===== src/rtl/fetch_pkg.sv =====
// Shared types for the instruction fetch stage: FSM state encoding and default END opcode.
// Latency: n/a (declarations only).
// Backpressure: n/a. HALT state exists only when INS_FETCH_HALT_EN is defined.
package fetch_pkg;

   typedef enum logic [2:0] {
      ST_IDLE  = 3'd0,   // waiting for start
      ST_ADDR  = 3'd1,   // PC presented on ram_addr, RAM registers it this cycle
      ST_DATA  = 3'd2,   // ram_data valid, captured into the output registers
      ST_VALID = 3'd3    // instruction held for the core
`ifdef INS_FETCH_HALT_EN
      ,
      ST_HALT  = 3'd4    // END opcode fetched, parked until stop or reset
`endif
   } fetch_state_t;

   // Instruction word that halts fetch when the halt feature is built in.
   localparam int unsigned END_OPCODE_DEFAULT = 0;

endpackage


===== src/rtl/ins_fetch_unit_if.sv =====
// Bundle of control, RAM-read and core-handshake signals of the fetch stage.
// Latency: n/a (wiring only).
// Backpressure: ins_valid/ins_ready handshake toward the core; RAM side has none.
// Modports: master = fetch unit side, slave = control unit / RAM / core side.
interface ins_fetch_unit_if #(
   parameter int INS_WIDTH  = 8,
   parameter int ADDR_WIDTH = 8
);
   // control unit -> fetch
   logic                  start;
   logic [ADDR_WIDTH-1:0] start_addr;
   logic                  stop;
   logic                  jump_en;
   logic [ADDR_WIDTH-1:0] jump_addr;
   // fetch <-> instruction RAM
   logic [ADDR_WIDTH-1:0] ram_addr;
   logic [INS_WIDTH-1:0]  ram_data;
   // fetch <-> core
   logic [INS_WIDTH-1:0]  ins_out;
   logic [ADDR_WIDTH-1:0] pc_out;
   logic                  ins_valid;
   logic                  ins_ready;
   logic                  busy;
   logic                  halted;

   modport master (
      input  start, start_addr, stop, jump_en, jump_addr, ram_data, ins_ready,
      output ram_addr, ins_out, pc_out, ins_valid, busy, halted
   );

   modport slave (
      output start, start_addr, stop, jump_en, jump_addr, ram_data, ins_ready,
      input  ram_addr, ins_out, pc_out, ins_valid, busy, halted
   );

endinterface


===== src/rtl/pc_reg.sv =====
// Program counter register: load from an external address or increment with wrap.
// Latency: 1 cycle from load/inc to pc.
// Backpressure: none; load takes priority over inc.
// Ports: clk, rstN, load, load_addr, inc, pc (registered, resets to 0).
module pc_reg #(
   parameter int ADDR_WIDTH = 8
) (
   input  logic                  clk,
   input  logic                  rstN,
   input  logic                  load,
   input  logic [ADDR_WIDTH-1:0] load_addr,
   input  logic                  inc,
   output logic [ADDR_WIDTH-1:0] pc
);

   always_ff @(posedge clk or negedge rstN) begin
      if (!rstN) begin
         pc <= '0;
      end else if (load) begin
         pc <= load_addr;
      end else if (inc) begin
         // Natural overflow of the ADDR_WIDTH-bit add gives the modulo wrap.
         pc <= pc + ADDR_WIDTH'(1);
      end
   end

endmodule


===== src/rtl/ins_fetch_unit.sv =====
// Instruction fetch stage: owns the PC, reads a 2-cycle instruction RAM, presents words to the core.
// Latency: start -> ins_valid in 3 cycles; one instruction per 3 cycles with ins_ready held high.
// Backpressure: VALID holds ins_out/pc_out/ins_valid while ins_ready is low; stop/jump discard.
// Ports: clk, rstN (async active-low), bus (ins_fetch_unit_if.master).
// Optional halt on END_OPCODE is built in when INS_FETCH_HALT_EN is defined.
module ins_fetch_unit
   import fetch_pkg::*;
#(
   parameter int                   INS_WIDTH  = 8,
   parameter int                   ADDR_WIDTH = 8,
   parameter logic [INS_WIDTH-1:0] END_OPCODE = INS_WIDTH'(END_OPCODE_DEFAULT)
) (
   input  logic                clk,
   input  logic                rstN,
   ins_fetch_unit_if.master    bus
);

   fetch_state_t          state;
   fetch_state_t          state_nxt;

   logic [ADDR_WIDTH-1:0] pc;
   logic                  pc_load;
   logic [ADDR_WIDTH-1:0] pc_load_addr;
   logic                  pc_inc;
   logic                  capture;

   logic [INS_WIDTH-1:0]  ins_q;
   logic [ADDR_WIDTH-1:0] pc_q;

   pc_reg #(
      .ADDR_WIDTH (ADDR_WIDTH)
   ) u_pc_reg (
      .clk       (clk),
      .rstN      (rstN),
      .load      (pc_load),
      .load_addr (pc_load_addr),
      .inc       (pc_inc),
      .pc        (pc)
   );

   always_ff @(posedge clk or negedge rstN) begin
      if (!rstN) begin
         state <= ST_IDLE;
      end else begin
         state <= state_nxt;
      end
   end

   always_comb begin
      state_nxt    = state;
      pc_load      = 1'b0;
      pc_load_addr = bus.start_addr;
      pc_inc       = 1'b0;
      capture      = 1'b0;

      if (bus.stop) begin
         // PC is kept so a later start can be compared against where fetch stopped.
         state_nxt = ST_IDLE;
      end else if (bus.jump_en &&
                   ((state == ST_ADDR) || (state == ST_DATA) || (state == ST_VALID))) begin
         // The in-flight or held word is dropped: no capture, no accept.
         pc_load      = 1'b1;
         pc_load_addr = bus.jump_addr;
         state_nxt    = ST_ADDR;
      end else begin
         case (state)
            ST_IDLE: begin
               if (bus.start) begin
                  pc_load      = 1'b1;
                  pc_load_addr = bus.start_addr;
                  state_nxt    = ST_ADDR;
               end
            end
            ST_ADDR: begin
               state_nxt = ST_DATA;
            end
            ST_DATA: begin
               // The END word is captured too, so the core can see what stopped fetch.
               capture = 1'b1;
`ifdef INS_FETCH_HALT_EN
               if (bus.ram_data == END_OPCODE) begin
                  state_nxt = ST_HALT;
               end else begin
                  state_nxt = ST_VALID;
               end
`else
               state_nxt = ST_VALID;
`endif
            end
            ST_VALID: begin
               if (bus.ins_ready) begin
                  pc_inc    = 1'b1;
                  state_nxt = ST_ADDR;
               end
            end
`ifdef INS_FETCH_HALT_EN
            ST_HALT: begin
               state_nxt = ST_HALT;
            end
`endif
            default: begin
               state_nxt = ST_IDLE;
            end
         endcase
      end
   end

   always_ff @(posedge clk or negedge rstN) begin
      if (!rstN) begin
         ins_q <= '0;
         pc_q  <= '0;
      end else if (capture) begin
         ins_q <= bus.ram_data;
         pc_q  <= pc;
      end
   end

   // ram_addr comes straight from the PC register: no input-to-address path.
   assign bus.ram_addr  = pc;
   assign bus.ins_out   = ins_q;
   assign bus.pc_out    = pc_q;
   assign bus.ins_valid = (state == ST_VALID);

`ifdef INS_FETCH_HALT_EN
   assign bus.busy   = (state != ST_IDLE) && (state != ST_HALT);
   assign bus.halted = (state == ST_HALT);
`else
   // END_OPCODE has no effect in this build; fold it into a deliberately unused net.
   logic unused_end_opcode;
   assign unused_end_opcode = ^END_OPCODE;
   assign bus.busy   = (state != ST_IDLE);
   assign bus.halted = 1'b0;
`endif

endmodule


===== src/flat_wrapper.sv =====
// flat-port wrapper written by rule: the top's interface ports become plain ports
module ins_fetch_unit_flat import fetch_pkg::*;
#(
   parameter int                   INS_WIDTH  = 8,
   parameter int                   ADDR_WIDTH = 8,
   parameter logic [INS_WIDTH-1:0] END_OPCODE = INS_WIDTH'(END_OPCODE_DEFAULT)
)
  (clk, rstN, bus_start, bus_start_addr, bus_stop, bus_jump_en, bus_jump_addr, bus_ram_data, bus_ins_ready, bus_ram_addr, bus_ins_out, bus_pc_out, bus_ins_valid, bus_busy, bus_halted);
  ins_fetch_unit_if #(.INS_WIDTH(INS_WIDTH), .ADDR_WIDTH(ADDR_WIDTH)) bus_i ();
  input  logic clk;
  input  logic rstN;
  input wire logic [$bits(bus_i.start)-1:0] bus_start;
  input wire logic [$bits(bus_i.start_addr)-1:0] bus_start_addr;
  input wire logic [$bits(bus_i.stop)-1:0] bus_stop;
  input wire logic [$bits(bus_i.jump_en)-1:0] bus_jump_en;
  input wire logic [$bits(bus_i.jump_addr)-1:0] bus_jump_addr;
  input wire logic [$bits(bus_i.ram_data)-1:0] bus_ram_data;
  input wire logic [$bits(bus_i.ins_ready)-1:0] bus_ins_ready;
  output wire logic [$bits(bus_i.ram_addr)-1:0] bus_ram_addr;
  output wire logic [$bits(bus_i.ins_out)-1:0] bus_ins_out;
  output wire logic [$bits(bus_i.pc_out)-1:0] bus_pc_out;
  output wire logic [$bits(bus_i.ins_valid)-1:0] bus_ins_valid;
  output wire logic [$bits(bus_i.busy)-1:0] bus_busy;
  output wire logic [$bits(bus_i.halted)-1:0] bus_halted;
  assign bus_i.start = bus_start;
  assign bus_i.start_addr = bus_start_addr;
  assign bus_i.stop = bus_stop;
  assign bus_i.jump_en = bus_jump_en;
  assign bus_i.jump_addr = bus_jump_addr;
  assign bus_i.ram_data = bus_ram_data;
  assign bus_i.ins_ready = bus_ins_ready;
  assign bus_ram_addr = bus_i.ram_addr;
  assign bus_ins_out = bus_i.ins_out;
  assign bus_pc_out = bus_i.pc_out;
  assign bus_ins_valid = bus_i.ins_valid;
  assign bus_busy = bus_i.busy;
  assign bus_halted = bus_i.halted;
  ins_fetch_unit #(.INS_WIDTH(INS_WIDTH), .ADDR_WIDTH(ADDR_WIDTH), .END_OPCODE(END_OPCODE)) u_core (.clk(clk), .rstN(rstN), .bus(bus_i));
endmodule

===== config.mk =====
export PLATFORM = sky130hd
export DESIGN_NAME = ins_fetch_unit_flat
export DESIGN_NICKNAME = d
export VERILOG_FILES = /design/src/rtl/fetch_pkg.sv /design/src/rtl/ins_fetch_unit_if.sv /design/src/rtl/pc_reg.sv /design/src/rtl/ins_fetch_unit.sv /design/src/flat_wrapper.sv
export SDC_FILE = /design/constraint.sdc
export NUM_CORES = 1
export LEC_CHECK = 0
export BUFFER_PORTS_ARGS = -buffer_cell sky130_fd_sc_hd__buf_2
export CAP_MARGIN = 15
export CORE_ASPECT_RATIO = 0.8
export CORE_MARGIN = 3
export CORE_UTILIZATION = 44
export DETAILED_ROUTE_END_ITERATION = 10
export PLACE_DENSITY = 0.8
export SLEW_MARGIN = 20
export SYNTH_ARGS = -nofsm -noshare
export SYNTH_HDL_FRONTEND = slang
export SYNTH_SLANG_ARGS = --single-unit

===== constraint.sdc =====
create_clock -name clk -period 1.8 [get_ports clk]
set_input_delay 0.18 -clock clk [delete_from_list [all_inputs] [get_ports clk]]
set_output_delay 0.18 -clock clk [all_outputs]
set_load 0.01 [all_outputs]

==> impl_metrics.ini <==
[outcome]
status = finished, final reports clean

[setup_path]
reg2reg_setup_slack_ps = 40
cp_max_fo = 5
critPathArrivalTime_ps = 1910
slowest_stage = dfrtp_1
cp_cell_sequence = inv_1, ha_2, nor2b_2, buf_4, nor3_4, buf_4, buf_4, o311a_1
criticalPathCategory = reg -> reg
cp-startpoint = u_core.state[1]
slowest_delay_ps = 390
worst_path_most_repeated_cell = buf_4
endpoint_kind = flip-flop
reg2reg_from = u_core.state[1]
cp-start-kind = flip-flop
critPathRequiredTime_ps = 1960

[clocking]
cts_inserted_buffers = 3
clk_latency_ps = 260
cts.sinks = 26
cts_buffer_depth = 2
clk_pin_slew_worst_paths_ps = 90
htree_levels = 1
cts_tree = yes
cts-root-buf = clkbuf_8

[timing]
fmax_mhz = 569
setup_ws_ps = 43.2
finClkSkew_ps = 9.28
drv_slew = 0
hold_viol = 0
hold_slack_ps = 141
setup_violations = 0
final.min_clock_period_ps = 1760
timing.final.crit_share_pct = 97.6
tightest_slew_ps = 556
relSlewSlack_pct = 62.9

[floorplanning]
core_sq_um = 3180
die_h_um = 58.1
io_pins = 57
start_util_pct = 47.0
dieArea_sq_um = 4130
rows = 18
die_w_um = 71.1

[power]
pwr_density_cell_nw_per_um2 = 1400
ir_drop_mv = 0.664
p_leak_nw = 0.972

[run]
max_cap_viol_count = 0

[grt]
grt_pass1_vias = 1274
grtUsageTotal_pct = 17.7
grt-ovfl-total = 0
grt_pass1_wl_um = 5820
grt_max_degree = 27
antenna_found_initial = 0

[cells_and_area]
antennaDiodeCount = 0
drive_gt1_share_pct = 50.8
area_growth_pct = 29.9
final_common_cell = buf_2
multi_input_area_sq_um = 779
layout_common_cells = 55 x buf_2, 26 x dfrtp_1, 11 x buf_4
fillers = 259
nNetsFinal = 226
seqCellArea_sq_um = 651

[synth]
ys_warn_count = 0
synth_nets = 159
synth_cells = 123
synth.area.top_cells = dfrtp_1 44%, mux2_4 10%, mux2i_1 5.4%, ha_1 5.0%, mux2_2 4.5%
synth_top_cell_by_area = dfrtp_1
async_flop_share_pct = 100
syn_area_per_cell_sq_um = 12.1
synth_top_area_share_pct = 43.6
synth-main-ff-cell = dfrtp_1
synth_area_sq_um = 1490
ys_types = 41
synth-seq-area-share_pct = 43.6
synth_seq_cells = 26
synth_edf_count = 0

[route]
drt_iter0_markers = 30
dr.pass1.iters = 4
routed_wl_um = 3400
drc = 0
post_drt_wl_per_cell_um = 14.8
ant_nets = 0
vias_per_cell = 5.52
vias = 1264

[min_path]
hold_start = bus_ram_data[0]
hold_path.class = in -> reg

[place]
place.gp.congestion = 0.840
numPortBuffers = 55
dp_worst_setup_slack_ps = 45.3
place_hpwl_um = 2640
## power breakdown
group,switching (mW),total [mW],internal [mW]
sequential,0.243,1.10,0.858
clock,0.168,0.363,0.195
combinational,0.581,1.25,0.673
## cells by family after synthesis
family | Yosys count | share of synthesized area, %
and+or+nand+nor | 33 | 13.0
DFF | 26 | 43.6
muxes | 25 | 20.7
AOI/OAI and AO/OA | 17 | 9.56
buffers and inverters | 10 | 4.87
adders and majority gates | 6 | 5.03
xor gates and xnor gates | 5 | 2.94
other | 1 | 0.251
## final timing paths
kind / endpoint / cells after the start
worst min-delay path: u_core.bus.ins_out[0] / 2
worst max register to register: u_core.u_pc_reg.pc[7] / 8
max in group asynchronous: u_core.u_pc_reg.pc[2] / 2
worst min register to register: u_core.bus.ins_out[3] / 1
min in group asynchronous: u_core.u_pc_reg.pc[5] / 2
worst max-delay path: u_core.u_pc_reg.pc[7] / 8
## layer usage
metal | wire length, um | track usage [%] | vias to the layer above | part of all wire, %
met5 | 0 | 0 | - | 0
li1 | - | - | 577 | -
met1 | 1470 | 22.3 | 624 | 43
met3 | 273 | 5.55 | 8 | 8.0
met4 | 31 | 3.75 | 0 | 0.91
met2 | 1620 | 30.1 | 55 | 48
## per-stage QoR
step	TNS, ps	area (sq um)	utilization [%]	cells	total power [mW]
floorplan	0	1490	-	123	1.84
global placement	0	1830	57.7	220	2.28
detailed placement	0	1830	57.7	220	2.34
CTS	0	1900	59.7	225	2.72
global route	-27.7	1940	61.0	229	2.93
finish	0	1940	61.0	229	2.72
## timing repair
| item | CTS | global route |
|---|---|---|
| hold endpoints to repair | 26 | 0 |
| hold buffers | 1 | 0 |
| resized for setup | 0 | 4 |
| buffers inserted | 0 | 4 |
| setup endpoints to repair | 0 | 23 |
## layout make-up
cell class,count,share of cell area (%)
well taps,40,2.58
inverters,4,0.775
clock buffers,4,2.84
repair buffers,68,20.0
multi-input cells,87,40.2
flip-flops and latches,26,33.6
## Yosys cell counts (2+ instances only)
cell type  instances
nand2_1            5
nand3_1            2
dfrtp_1           26
nor2_1             5
a21oi_1            5
xor2_1             3
nor4_1             2
xnor2_1            2
o2bb2ai_1          2
nand4_1            3
and3_1             3
nand2b_1           3
mux2i_1            8
ha_1               6
mux2_2             6
inv_1              4
mux2_4            10
nor2b_1            2
buf_6              4
## worst max-delay path: cells and delay by family, from the launching register on
kind	cells	cell delay (ps)
AND/OR/NAND/NOR	2	230
adder cells (fa/ha/maj)	1	200
buffers and inverters	4	540
AO/OA/AOI/OAI	1	280
flip-flops	1	390
(Power assumes the default switching activity.)
